**src/rtl/i2s_transmitter_if.sv**
```systemverilog
// Sample-strobe input and I2S serial output bundle for the equalizer's DAC stage.
interface i2s_transmitter_if #(
  parameter int SAMPLE_BITS = 16
);
  logic                          sample_valid;
  logic signed [SAMPLE_BITS-1:0] sample_in;
  logic                          bclk;
  logic                          lrclk;
  logic                          sdata;
  logic                          frame_start;
  logic                          underrun;
  logic                          overrun;

  modport master (
    output sample_valid, sample_in,
    input  bclk, lrclk, sdata, frame_start, underrun, overrun
  );

  modport slave (
    input  sample_valid, sample_in,
    output bclk, lrclk, sdata, frame_start, underrun, overrun
  );
endinterface

```
**src/rtl/i2s_transmitter.sv**
```systemverilog
// Serializes one mono equalizer sample per frame as an I2S stereo stream (same word left and right),
// with a one-deep pending buffer between the sample strobe and the frame boundary.
module i2s_transmitter #(
  parameter int SAMPLE_BITS   = 16,
  parameter int SLOT_BITS     = 16,
  parameter int BCLK_HALF_DIV = 1
) (
  input  logic            clk,
  input  logic            rst,
  input  logic            clk_enable,
  i2s_transmitter_if.slave i2s
);

  localparam int FRAME_BITS = 2 * SLOT_BITS;
  localparam int DIV_W      = (BCLK_HALF_DIV > 1) ? $clog2(BCLK_HALF_DIV) : 1;
  localparam int BIT_W      = $clog2(FRAME_BITS);
  localparam logic [DIV_W-1:0] DIV_LAST   = DIV_W'(BCLK_HALF_DIV - 1);
  localparam logic [BIT_W-1:0] BIT_LAST   = BIT_W'(FRAME_BITS - 1);
  localparam logic [BIT_W-1:0] RIGHT_SLOT = BIT_W'(SLOT_BITS);

  typedef enum logic {IDLE, RUN} state_t;

  state_t                        state;
  logic [DIV_W-1:0]              div_cnt;
  logic [BIT_W-1:0]              bit_n;
  logic [FRAME_BITS-1:0]         frame_word;
  logic [FRAME_BITS-1:0]         shift_reg;
  logic signed [SAMPLE_BITS-1:0] pending;
  logic                          pending_vld;

  logic bclk_r, lrclk_r, sdata_r, frame_start_r, underrun_r, overrun_r;

  logic [DIV_W-1:0] div_nxt;
  logic [BIT_W-1:0] bit_nxt;
  logic             bclk_nxt;
  logic             fall;
  logic             load;

  // Sample left-justified in its slot, zero padded, duplicated for both channels.
  function automatic logic [FRAME_BITS-1:0] build_frame(input logic signed [SAMPLE_BITS-1:0] s);
    logic [SLOT_BITS-1:0] slot;
    slot = '0;
    slot[SLOT_BITS-1 -: SAMPLE_BITS] = s;
    return {slot, slot};
  endfunction

  always_comb begin
    div_nxt  = div_cnt + 1'b1;
    bclk_nxt = bclk_r;
    bit_nxt  = bit_n;
    fall     = 1'b0;
    if (div_cnt == DIV_LAST) begin
      div_nxt  = '0;
      bclk_nxt = ~bclk_r;
      if (bclk_r) begin
        fall    = 1'b1;
        bit_nxt = (bit_n == BIT_LAST) ? '0 : bit_n + 1'b1;
      end
    end
    load = fall && (bit_nxt == '0);
  end

  always_ff @(posedge clk) begin
    if (rst) begin
      state         <= IDLE;
      div_cnt       <= '0;
      bit_n         <= '0;
      pending_vld   <= 1'b0;
      bclk_r        <= 1'b0;
      lrclk_r       <= 1'b0;
      sdata_r       <= 1'b0;
      frame_start_r <= 1'b0;
      underrun_r    <= 1'b0;
      overrun_r     <= 1'b0;
    end else if (clk_enable) begin
      frame_start_r <= 1'b0;
      underrun_r    <= 1'b0;
      overrun_r     <= 1'b0;
      case (state)
        IDLE: begin
          if (i2s.sample_valid) begin
            state         <= RUN;
            frame_word    <= build_frame(i2s.sample_in);
            shift_reg     <= build_frame(i2s.sample_in);
            div_cnt       <= '0;
            bit_n         <= '0;
            bclk_r        <= 1'b0;
            lrclk_r       <= 1'b0;
            sdata_r       <= 1'b0;
            frame_start_r <= 1'b1;
            pending_vld   <= 1'b0;
          end
        end
        RUN: begin
          div_cnt <= div_nxt;
          bit_n   <= bit_nxt;
          bclk_r  <= bclk_nxt;
          // Data and word select only move on bclk falling edges; the shifter's MSB
          // reaches F[0] by the wrap, giving the one-bit I2S delay for free.
          if (fall) begin
            lrclk_r   <= (bit_nxt >= RIGHT_SLOT);
            sdata_r   <= shift_reg[FRAME_BITS-1];
            shift_reg <= shift_reg << 1;
          end
          if (load) begin
            frame_start_r <= 1'b1;
            if (pending_vld) begin
              frame_word <= build_frame(pending);
              shift_reg  <= build_frame(pending);
            end else begin
              shift_reg  <= frame_word;
              underrun_r <= 1'b1;
            end
          end
          // A load on the same edge consumes the old pending value, so no overrun then.
          if (i2s.sample_valid) begin
            pending     <= i2s.sample_in;
            pending_vld <= 1'b1;
            overrun_r   <= pending_vld && !load;
          end else if (load) begin
            pending_vld <= 1'b0;
          end
        end
        default: state <= IDLE;
      endcase
    end
  end

  assign i2s.bclk        = bclk_r;
  assign i2s.lrclk       = lrclk_r;
  assign i2s.sdata       = sdata_r;
  assign i2s.frame_start = frame_start_r;
  assign i2s.underrun    = underrun_r;
  assign i2s.overrun     = overrun_r;

endmodule

```
**src/flat_wrapper.sv**
```systemverilog
// flat-port wrapper written by rule: the top's interface ports become plain ports
module i2s_transmitter_flat 
#(
  parameter int SAMPLE_BITS   = 16,
  parameter int SLOT_BITS     = 16,
  parameter int BCLK_HALF_DIV = 1
)
  (clk, rst, clk_enable, i2s_sample_valid, i2s_sample_in, i2s_bclk, i2s_lrclk, i2s_sdata, i2s_frame_start, i2s_underrun, i2s_overrun);
  i2s_transmitter_if #(.SAMPLE_BITS(SAMPLE_BITS)) i2s_i ();
  input  logic clk;
  input  logic rst;
  input  logic clk_enable;
  input wire logic [$bits(i2s_i.sample_valid)-1:0] i2s_sample_valid;
  input wire logic [$bits(i2s_i.sample_in)-1:0] i2s_sample_in;
  output wire logic [$bits(i2s_i.bclk)-1:0] i2s_bclk;
  output wire logic [$bits(i2s_i.lrclk)-1:0] i2s_lrclk;
  output wire logic [$bits(i2s_i.sdata)-1:0] i2s_sdata;
  output wire logic [$bits(i2s_i.frame_start)-1:0] i2s_frame_start;
  output wire logic [$bits(i2s_i.underrun)-1:0] i2s_underrun;
  output wire logic [$bits(i2s_i.overrun)-1:0] i2s_overrun;
  assign i2s_i.sample_valid = i2s_sample_valid;
  assign i2s_i.sample_in = i2s_sample_in;
  assign i2s_bclk = i2s_i.bclk;
  assign i2s_lrclk = i2s_i.lrclk;
  assign i2s_sdata = i2s_i.sdata;
  assign i2s_frame_start = i2s_i.frame_start;
  assign i2s_underrun = i2s_i.underrun;
  assign i2s_overrun = i2s_i.overrun;
  i2s_transmitter #(.SAMPLE_BITS(SAMPLE_BITS), .SLOT_BITS(SLOT_BITS), .BCLK_HALF_DIV(BCLK_HALF_DIV)) u_core (.clk(clk), .rst(rst), .clk_enable(clk_enable), .i2s(i2s_i));
endmodule
```
**config.mk**
```make
export PLATFORM = sky130hd
export DESIGN_NAME = i2s_transmitter_flat
export DESIGN_NICKNAME = d
export VERILOG_FILES = /design/src/rtl/i2s_transmitter_if.sv /design/src/rtl/i2s_transmitter.sv /design/src/flat_wrapper.sv
export SDC_FILE = /design/constraint.sdc
export NUM_CORES = 1
export LEC_CHECK = 0
export ABC_AREA = 1
export CORE_ASPECT_RATIO = 1.4
export CORE_MARGIN = 5
export CORE_UTILIZATION = 28
export CTS_BUF_LIST = sky130_fd_sc_hd__clkbuf_4
export DETAILED_ROUTE_END_ITERATION = 8
export PLACE_DENSITY = 0.41
export SLEW_MARGIN = 20
export SYNTH_ARGS = -nofsm -noshare
export SYNTH_HDL_FRONTEND = slang
export SYNTH_SLANG_ARGS = --single-unit
```
**constraint.sdc**
```tcl
create_clock -name clk -period 5.91 [get_ports clk]
set_input_delay 0.8865 -clock clk [delete_from_list [all_inputs] [get_ports clk]]
set_output_delay 0.8865 -clock clk [all_outputs]
set_load 0.005 [all_outputs]
```
=== Yosys cells after proc, flatten, opt, wreduce, memory -nomap -nowiden ===
Cells that the tools add are included.

* Register bits after elaboration: 94
* Input port bits: 20
* Output and inout bits: 6
* Word-level logic and storage cells: 72

* $add $sub $neg: 2
* $lt $le $gt $ge: 1
* Equal/unequal tests: 7
* Multiplexer cells: 35
* Bitwise gates (word level): 3
* Reduce and logical (&&, ||, !) cells: 11

{| class="wikitable"
|+ Operators with widths
! cell !! number
|-
| 32-bit 2-to-1 mux || 5
|-
| 32-bit case mux with 2 select lines || 2
|-
| 5-bit 2-to-1 mux || 4
|-
| 1-bit 2-to-1 mux || 17
|-
| 1-bit case mux with 2 select lines || 6
|-
| 4-bit AND reduction || 3
|-
| 5-bit case mux with 2 select lines || 1
|-
| 3-bit AND reduction || 3
|-
| 2-bit inequality test, second input constant || 4
|-
| 3-bit inequality test, second input constant || 2
|-
| 5-bit by 1-bit adder with 5-bit output, second input constant || 1
|-
| 5-bit == test, second input constant || 1
|-
| 5-bit >= comparator, second input constant || 1
|-
| 5-bit zero test || 1
|-
| 1-bit inverter || 3
|-
| 1-bit logical AND || 2
|-
| 2-bit AND reduction || 1
|-
| 1-bit adder, second input constant || 1
|-
| 1-bit zero test || 1
|}

=== Longest topological paths before layout ===
Gate-level depths: netlist of the first run.

* Depth in word-level cells: 10
* Mapped depth: 13

=== Least setup slack after synthesis of the first run ===
No wires, ideal clock.

* Path kind: input to register
* Start: input port clk_enable
* End: register u_core.shift_reg[0], enable pin
* Setup time: 421 ps
* Data arrival time: 2552 ps
* Data required time: 5489 ps
* Setup slack: 2937 ps
* Stages on the path: 4
* Path buffers: 0
* Path through: nand2_1 > nand2_1 > nand2_1 > nor2_1

* Word-level cells in the longest chain between the ends: 1

{| class="wikitable"
|+ Ends and longest elaborated chain
! item !! RTL line !! RTL
|-
| start, declared || flat_wrapper.sv:12 || <nowiki>input logic clk_enable;</nowiki>
|-
| 4-bit AND reduction (no source line) || - ||
|-
| end signal, assigned || i2s_transmitter.sv:84 || <nowiki>shift_reg <= build_frame(i2s.sample_in);</nowiki>
|-
| end signal, assigned || i2s_transmitter.sv:103 || <nowiki>shift_reg <= shift_reg << 1;</nowiki>
|-
| end signal, assigned || i2s_transmitter.sv:109 || <nowiki>shift_reg <= build_frame(pending);</nowiki>
|-
| end, declared || i2s_transmitter.sv:27 || <nowiki>logic [FRAME_BITS-1:0] shift_reg;</nowiki>
|}

No other way between the ends.
A chain may end at the register's enable or synchronous reset.

=== Worst setup path in the final report of the first run ===
* Start: register u_core.bit_n[0]
* End: register u_core.frame_word[6], enable pin

* Word-level cells in the longest chain between the ends: 8

{| class="wikitable"
|+ Ends and longest elaborated chain
! item !! RTL line !! RTL
|-
| start, declared || i2s_transmitter.sv:25 || <nowiki>logic [BIT_W-1:0] bit_n;</nowiki>
|-
| start signal, assigned || i2s_transmitter.sv:96 || <nowiki>bit_n <= bit_nxt;</nowiki>
|-
| 5-bit by 1-bit adder with 5-bit output or 5-bit == test (tied branches) || i2s_transmitter.sv:57 || <nowiki>bit_nxt = (bit_n == BIT_LAST) ? '0 : bit_n + 1'b1;</nowiki>
|-
| 5-bit 2-to-1 mux || i2s_transmitter.sv:57 ||
|-
| 5-bit 2-to-1 mux || i2s_transmitter.sv:55 || <nowiki>if (bclk_r) begin</nowiki>
|-
| 5-bit 2-to-1 mux (*) || i2s_transmitter.sv:52 || <nowiki>if (div_cnt == DIV_LAST) begin</nowiki>
|-
| 5-bit zero test (*) || i2s_transmitter.sv:60 || <nowiki>load = fall && (bit_nxt == '0);</nowiki>
|-
| 1-bit logical AND (*) || i2s_transmitter.sv:60 ||
|-
| 2-bit inequality test (no source line) (*) || - ||
|-
| 4-bit AND reduction (no source line) (*) || - ||
|-
| end signal, assigned || i2s_transmitter.sv:83 || <nowiki>frame_word <= build_frame(i2s.sample_in);</nowiki>
|-
| end signal, assigned || i2s_transmitter.sv:108 || <nowiki>frame_word <= build_frame(pending);</nowiki>
|-
| end, declared || i2s_transmitter.sv:26 || <nowiki>logic [FRAME_BITS-1:0] frame_word;</nowiki>
|}

Mark *: on every way between the ends. The rest lies on a longest branch, timed or not.

==> results.md, run 1 <==
Setup path:
- The worst register-to-register path begins at u_core.bit_n[0].
- The most used cell along the critical path is sky130_fd_sc_hd__nand2_1.
- The required time at the worst-slack endpoint is 6.05 ns.
- In this run the critical register-to-register path is captured at u_core.frame_word[6].
- The number of cells traversed by the worst register-to-register path is 14.
- Walking the worst path, the cells encountered are ha_1 -> nand2_1 -> nor2_1 -> ha_1 -> inv_1 -> nand2_1 -> nor2_2 -> nand2_2 -> nor2_8 -> nand2_8 -> nand2_1 -> nand2_1 -> inv_1 -> buf_4.
- The slowest stage cell on the critical path is sky130_fd_sc_hd__inv_1.
- In this run the worst path has a maximum fanout of 34.
- The sort of element at the start of the critical path is a flip-flop.
- On the critical path the largest part of the delay comes from simple AND/OR/NAND/NOR gates.
- STA classifies the critical path endpoint as a flip-flop.
- The largest stage delay on the critical path is 0.47 ns.
- For the worst setup path, the data arrival time is 3.77 ns.
- The classification of the worst setup path is flip-flop to flip-flop.
- The setup slack on the worst flop-to-flop path is 2.29 ns.
- The buffers plus inverters on the worst setup path is 3.

Clock network:
- The number of clock buffers inserted by TritonCTS is 9.
- In this run the clock root is driven by a sky130_fd_sc_hd__clkbuf_4.
- The worst-case clock buffer depth is 2.
- The count of instances resized after the clock tree is built is 0.
- The clock tree from TritonCTS is yes.
- The clock sink count is 93.
- After clock tree synthesis, the clock-pin slew on the worst setup and hold paths is 0.15 ns.
- In this run, post-CTS hold repair placed 0 buffers.
- At the later pin of the worst-skew pair, clock insertion delay measures 0.46 ns.
- The deepest level of the CTS H-tree is 3.
- The setup fix buffers added after clock tree synthesis is 0.

Detailed routing:
- The routed wire length per instance is 15.8 um.
- The number of search-and-repair iterations in the first detailed-routing pass is 4.
- The via count is 3207.
- After detailed routing, the number of remaining DRC violations is 0.
- The count of routing violations after the opening detailed-route iteration is 125.
- The aggregate routed wire length is 10.5 mm.
- The detail route stage leaves a number of antenna-violating nets equal to 0.
- The via-per-instance ratio is 4.84.

Timing:
- The relative max-transition margin is 0.372.
- The final count of hold timing violations is 0.
- The slew of the pin with the lowest slew margin is 0.941 ns.
- Clock skew on the completed layout was measured at 0.0178 ns.
- Of the available clock period, the critical path in the final layout requires 0.613.
- The max-slew violation count is 0.
- The peak clock frequency supported by timing is 276 MHz.
- The final count of negative-setup-slack endpoints is 0.
- The clock period could shrink to 3.62 ns.
- Setup repair after global routing left no endpoint under its margin.
- The summed negative setup slack over all endpoints is 0 ns.

Synth:
- The register bit count reported by yosys is 93.
- Of the synthesized area, sequential elements account for 0.583.
- The average instance in the mapped netlist occupies 10.3 sq um.
- The number of nets in the synthesized netlist is 466.
- After synthesis, the cell types taking the most area are sky130_fd_sc_hd__edfxtp_1 53%, sky130_fd_sc_hd__nand3_1 7.5%, sky130_fd_sc_hd__nand3_2 6.8%, sky130_fd_sc_hd__dfxtp_1 5.7%, sky130_fd_sc_hd__nand2_1 5.0%.
- The cell count after synthesis came out at 444.
- In this run the cell area of the synthesized design comes to 4570 sq um.
- The Yosys step of the flow raised 0 warnings.
- The fraction of synthesized cell area taken by the top area cell type is 0.526.
- Summed over all instances, the cell type with the most area after synthesis is sky130_fd_sc_hd__edfxtp_1.
- The synthesized netlist contains 29 unique library cells.

Global route:
- The total global routing overflow is 0.
- The pin count of the biggest net entering global routing is 50.
- The first global-routing pass estimated 16.9 mm of wire.
- In the global route stage, overall resource usage came out at 0.112.
- The via count of the first global-routing pass is 3379.
- The initial antenna violation count was 1.

Final layout:
- The share of post-route cells with drive strength above 1 is 0.139.
- Once layout is complete, the utilization of the core stands at 0.313.
- The final standard cell count with taps included and fillers excluded is 662.
- The area of combinational cells with multiple inputs is 1590 sq um.
- The final-stage net count is 479.
- Relative to the synthesized area, the layout overhead comes to 10.3%.
- The final non-filler cell area is 5040 sq um.
- The sequential cells in the finished layout cover a total of 2660 sq um.
- The number of filler cells placed in the layout is 1736.

Die:
- The die boundary width is 118 um.
- The site row count is 55.
- The I/O pin count is 26.
- The die is 161 um tall.
- For this configuration, the core starts out at a cell density of 0.284.
- The floorplan step defined a die boundary enclosing 19000 sq um.
- The standard cell core area is 16100 sq um.

Pwr:
- The leakage power total is 1.81 nW.
- Across the VDD grid, the largest voltage drop is 0.0000855 V.
- Power spread over the standard cell area amounts to 249 nW/um^2.
- Total power for the finished layout comes to 1.26 mW.

Place:
- Counting tap cells, the placed design contains a total of 645 instances.
- The post-detailed-placement cell area is 4900 sq um.
- The HPWL after detailed placement is 6.76 mm.
- Port buffering added 25 buffers.
- The placer congestion estimate is 0.727.

Job:
- The max-capacitance violation count is 0.

Min path:
- The worst hold path terminates at u_core.i2s.overrun.
- In this run the most critical hold path is launched from u_core.i2s.overrun.
- The worst hold path belongs to the class flip-flop to flip-flop.
- The worst hold path was traced through 2 stages.

Outcome:
- The flow ran to the end, and the final reports show no timing, DRC or antenna violations.
[cells by family after synthesis]
kind of cell,count (synthesis),share of synthesized area
and+or+nand+nor,212,0.252
buffers and inverters,58,0.0693
adders and majority gates,2,0.00548
DFF,93,0.583
AOI/OAI and AO/OA,79,0.0902
[per-layer routing]
| metal | track usage | wire [um] | vias up |
|---|---|---|---|
| met3 | 0.0193 | 161 | 11 |
| li1 | - | - | 1585 |
| met4 | 0.0423 | 183 | 0 |
| met1 | 0.128 | 4540 | 1580 |
| met5 | 0 | 0 | - |
| met2 | 0.207 | 5580 | 31 |
[cell usage in the layout (no fill, tap or decap), types with 2 or more instances in the layout]
master / instances
sky130_fd_sc_hd__clkinv_1: 3
sky130_fd_sc_hd__o21ai_0: 34
sky130_fd_sc_hd__nand2_1: 61
sky130_fd_sc_hd__nand4_1: 2
sky130_fd_sc_hd__buf_4: 5
sky130_fd_sc_hd__clkbuf_4: 10
sky130_fd_sc_hd__nand3_1: 68
sky130_fd_sc_hd__nand2_4: 2
sky130_fd_sc_hd__ha_1: 2
sky130_fd_sc_hd__dfxtp_1: 12
sky130_fd_sc_hd__inv_1: 27
sky130_fd_sc_hd__inv_2: 3
sky130_fd_sc_hd__edfxtp_1: 80
sky130_fd_sc_hd__a21oi_1: 42
sky130_fd_sc_hd__nand3_2: 31
sky130_fd_sc_hd__nor2_2: 4
sky130_fd_sc_hd__nor2_1: 39
sky130_fd_sc_hd__clkdlybuf4s50_1: 25
[area by class of cell]
cell class	count	area share
diodes	1	0.000497
clock buffers	10	0.0149
clock inverters	6	0.0107
inverters	30	0.0224
multi-input cells	293	0.316
flip-flops and latches	93	0.529
well taps	199	0.0494
repair buffers	30	0.0571
[how the worst max path moves through the flow]
stage                    startpoint              endpoint  slack (ns)  cells past startpoint
finish              u_core.bit_n[0]  u_core.frame_word[6]        2.29                     14
global route        u_core.bit_n[0]  u_core.frame_word[6]        1.92                     14
CTS                 u_core.bit_n[0]  u_core.frame_word[6]        2.20                     14
detailed placement  u_core.bit_n[0]  u_core.frame_word[0]        2.23                     14
global placement    u_core.bit_n[0]  u_core.frame_word[0]        2.40                     14
floorplan                clk_enable   u_core.shift_reg[0]        2.94                      4
[synthesized netlist by cell type (all sizes together)]
cell type and count:
a21boi 1, a21oi 42, buf 18, clkbuf 10, clkinv 2, dfxtp 13
edfxtp 80, ha 2, inv 28, nand2 65, nand3 100, nand4 2
nor2 44, nor3 1, o211ai 1, o21ai 35
[tightest hold or removal path, delay by kind of cell (launching register included)]
family	cells	cell delay, ns
flip-flops	1	0.34
AO/OA/AOI/OAI	1	0.05
AND/OR/NAND/NOR	1	0.06
[per-stage QoR]
stage,setup WS (ns),hold slack (ns)
after floorplan,2.94,0.457
after global placement,2.40,0.463
after detailed placement,2.23,0.463
after CTS,2.20,0.487
after global routing,1.92,0.509
final,2.29,0.481
[report_power, final]
| group | internal (mW) | switching (mW) | leakage (nW) |
|---|---|---|---|
| clock | 0.129 | 0.223 | 0.0689 |
| combinational | 0.0481 | 0.0953 | 0.897 |
| sequential | 0.748 | 0.0121 | 0.842 |
No activity file was read; power rests on OpenSTA's default activity.
==> inputs of run 2 (changes only) <==
clock period = 3.4 ns   (was 5.91 ns; I/O delays follow)
==> results.md, run 2 (synthesis gave the netlist of run 1 again) <==
Die:
- The die boundary width is 118 um (unchanged).
- The I/O pin count is 26 (unchanged).
- The site row count is 55 (unchanged).
- The die extent in y is 161 um (unchanged).
- The die footprint is 19000 sq um (unchanged).
- The starting utilization of the core area is 0.284 (unchanged).
- The standard cell core area was 16100 sq um (unchanged).

Timing:
- The relative max-transition margin came to 0.639 (+0.268).
- The minimum period implied by the final worst setup slack came to 2.74 ns (-0.882 ns).
- Setup repair after global routing left no endpoint under its margin.
- The final worst-path cycle share is 0.807 (+0.193).
- The summed negative setup slack over all endpoints was 0 ns (unchanged).
- The peak clock frequency supported by timing is 365 MHz (+32%).
- The max-slew violation count is 0 (unchanged).
- The final count of hold timing violations is 0 (unchanged).
- The worst hold slack is 0.486 ns (+0.00553 ns).
- The slew of the pin with the lowest slew margin came to 0.541 ns (-0.400 ns).
- The final count of negative-setup-slack endpoints is 0 (unchanged).
- The clock tree skew after final layout is 0.0168 ns (-0.000984 ns).

Job:
- The max-capacitance violation count came to 0 (unchanged).

Pwr:
- The leakage power total was 1.83 nW (+1.4%).
- The sequential power share is 0.603 (-0.002).
- The proportion of power drawn by combinational gates is 0.116 (+0.002).
- The switching fraction of total power is 0.258 (-0.00446).
- The internal power contribution is 1.62 mW (+75%).
- The proportion of power drawn by the clock network was 0.281 (about the same).
- The power density relative to cell area was 432 nW/um^2 (+73%).
- The switching power is 0.566 mW (+71%).
- The worst IR drop on VDD is 0.000154 V (+81%).

Clock network:
- In this run the clock root is driven by a sky130_fd_sc_hd__clkbuf_4.
- The clock latency on the worst-skew pair came to 0.45 ns (about the same).
- The number of hold buffers added after cts is 0 (unchanged).
- The deepest level of the CTS H-tree is 3 (unchanged).
- The number of clock buffers inserted by TritonCTS is 9 (unchanged).
- The count of instances resized after the clock tree is built is 0 (unchanged).
- The worst-case clock buffer depth is 2 (unchanged).
- The setup fix buffers added after clock tree synthesis came to 0 (unchanged).
- The CTS clock-pin slew for the worst setup and hold paths was 0.14 ns (about the same).
- TritonCTS built the clock tree.
- The clock sink count is 93 (unchanged).

Setup path:
- The largest stage delay on the critical path came to 0.44 ns (-0.03 ns).
- The critical path goes through ha_1 -> nand2_1 -> nor2_1 -> ha_1 -> nand2_4 -> nand3_4 -> nand2_8 -> nand2_1 -> nand2_1 -> inv_1 -> buf_4.
- The data arrival at the endpoint of the critical path is 2.88 ns (-0.89 ns).
- The highest fanout seen on the critical path is 34 (unchanged).
- The setup slack on the worst flop-to-flop path is 0.66 ns (-1.63 ns).
- STA classifies the critical path startpoint as a flip-flop.
- The required time at the worst-slack endpoint is 3.54 ns (-2.51 ns).
- Broken down by cell family, the worst path's largest delay share belongs to simple AND/OR/NAND/NOR gates.
- STA classifies the critical path endpoint as a flip-flop.
- Among the stages of the critical path, the cell type that occurs most often is sky130_fd_sc_hd__nand2_1.
- The classification of the worst setup path is flip-flop to flip-flop.
- The slowest stage cell on the critical path is sky130_fd_sc_hd__dfxtp_1.
- The buffers plus inverters on the worst setup path is 2 (-1).

Final layout:
- The final-stage net count is 483 (+0.84%).
- Relative to the synthesized area, the layout overhead comes to 11.1%.
- The final cell utilization of the core is 0.315 (+0.00217).
- The area of combinational cells with multiple inputs was 1590 sq um (unchanged).
- The most common cell after layout, fill and taps aside is sky130_fd_sc_hd__edfxtp_1.
- In the layout the commonest cells are 80 x sky130_fd_sc_hd__edfxtp_1, 68 x sky130_fd_sc_hd__nand3_1, 61 x sky130_fd_sc_hd__nand2_1, 42 x sky130_fd_sc_hd__a21oi_1, 39 x sky130_fd_sc_hd__nor2_1.
- The share of post-route cells with drive strength above 1 is 0.148 (+0.00954).
- The final standard cell count with taps included and fillers excluded is 666 (+0.60%).
- The area used by sequential logic in the layout is 2660 sq um (unchanged).
- The number of filler cells placed in the layout is 1746 (+0.58%).

Global route:
- The pin count of the biggest net entering global routing is 48 (-4.0%).
- The global-route usage over all layers was 0.111 (-0.000614).
- The via count of the first global-routing pass is 3382 (+0.089%).
- The total global routing overflow is 0 (unchanged).
- The initial antenna violation count is 1 (unchanged).
- The wire length of the first global-routing pass is 17.0 mm (+0.45%).

Detailed routing:
- The residual antenna-violating net count after detailed routing is 0 (unchanged).
- The via-per-instance ratio is 4.84 (-0.10%).
- The routed wire length per instance is 15.6 um (-1.6%).
- The via count was 3223 (+0.50%).
- The aggregate routed wire length came to 10.4 mm (-1.0%).
- The number of search-and-repair iterations in the first detailed-routing pass is 4 (unchanged).
- The count of unresolved DRC violations after routing was 0 (unchanged).
- The count of routing violations after the opening detailed-route iteration is 121 (-3.2%).

Outcome:
- The run finished with clean final reports.

Place:
- The number of cells after detailed placement came to 649 (+0.62%).
- The count of input and output buffers is 25 (unchanged).
- The placer congestion estimate is 0.752 (+3.4%).
- The HPWL after detailed placement is 6.75 mm (-0.20%).

Min path:
- The path class of the tightest hold or removal check is flip-flop to flip-flop.
-- run 2: changes by cell type in the layout (fill, tap and decap cells not counted), sizes merged --
| cell | before | now |
|---|---|---|
| buf | 5 | 9 |
| clkbuf | 10 | 11 |
| inv | 30 | 29 |
-- run 2: power groups by stage --
stage / registers, mW / logic (mW) / clock network (mW)
after CTS: 1.32 / 0.261 / 0.645
after global routing: 1.32 / 0.289 / 0.685
after floorplan: 1.34 / 0.190 / 0
after global placement: 1.35 / 0.258 / 0
after detailed placement: 1.35 / 0.260 / 0
final: 1.32 / 0.254 / 0.615
-- run 2: through the flow --
stage,area (sq um),setup slack [ns],power (mW)
after global placement,4930,0.776,1.60
after global routing,5070,0.500,2.30
final,5070,0.658,2.19
after CTS,5070,0.685,2.23
after detailed placement,4930,0.699,1.61
after floorplan,4570,0.765,1.53
-- run 2: final timing paths --
kind	startpoint	to	depth (start not counted)
worst max-delay path	u_core.bit_n[0]	u_core.frame_word[16]	11
worst min-delay path	u_core.i2s.sdata	u_core.i2s.sdata	2
worst max register to register	u_core.bit_n[0]	u_core.frame_word[16]	11
worst min register to register	u_core.i2s.sdata	u_core.i2s.sdata	2
-- run 2: final cells by class --
| class | count | area share |
|---|---|---|
| antenna | 1 | 0.000493 |
| tap | 199 | 0.0491 |
| clock inverter | 5 | 0.0101 |
| timing repair buffer | 34 | 0.0627 |
| multi-input combinational | 293 | 0.314 |
| clock buffer | 11 | 0.0163 |
| inverter | 30 | 0.0222 |
| sequential | 93 | 0.525 |
-- run 2: layer usage --
metal / vias up / global-route usage / wire length, um
li1: 1586 / - / -
met1: 1585 / 0.130 / 4520
met2: 43 / 0.202 / 5440
met3: 9 / 0.0193 / 231
met4: 0 / 0.0428 / 167
met5: - / 0 / 0
-- run 2: worst reg2reg max path, stage by stage, from the launching register on --
cell and delay, ns:
sky130_fd_sc_hd__dfxtp_1 0.44, sky130_fd_sc_hd__ha_1 0.22, sky130_fd_sc_hd__nand2_1 0.07, sky130_fd_sc_hd__nor2_1 0.12, sky130_fd_sc_hd__ha_1 0.23, sky130_fd_sc_hd__nand2_4 0.09, sky130_fd_sc_hd__nand3_4 0.38, sky130_fd_sc_hd__nand2_8 0.29
sky130_fd_sc_hd__nand2_1 0.17, sky130_fd_sc_hd__nand2_1 0.08, sky130_fd_sc_hd__inv_1 0.07, sky130_fd_sc_hd__buf_4 0.28
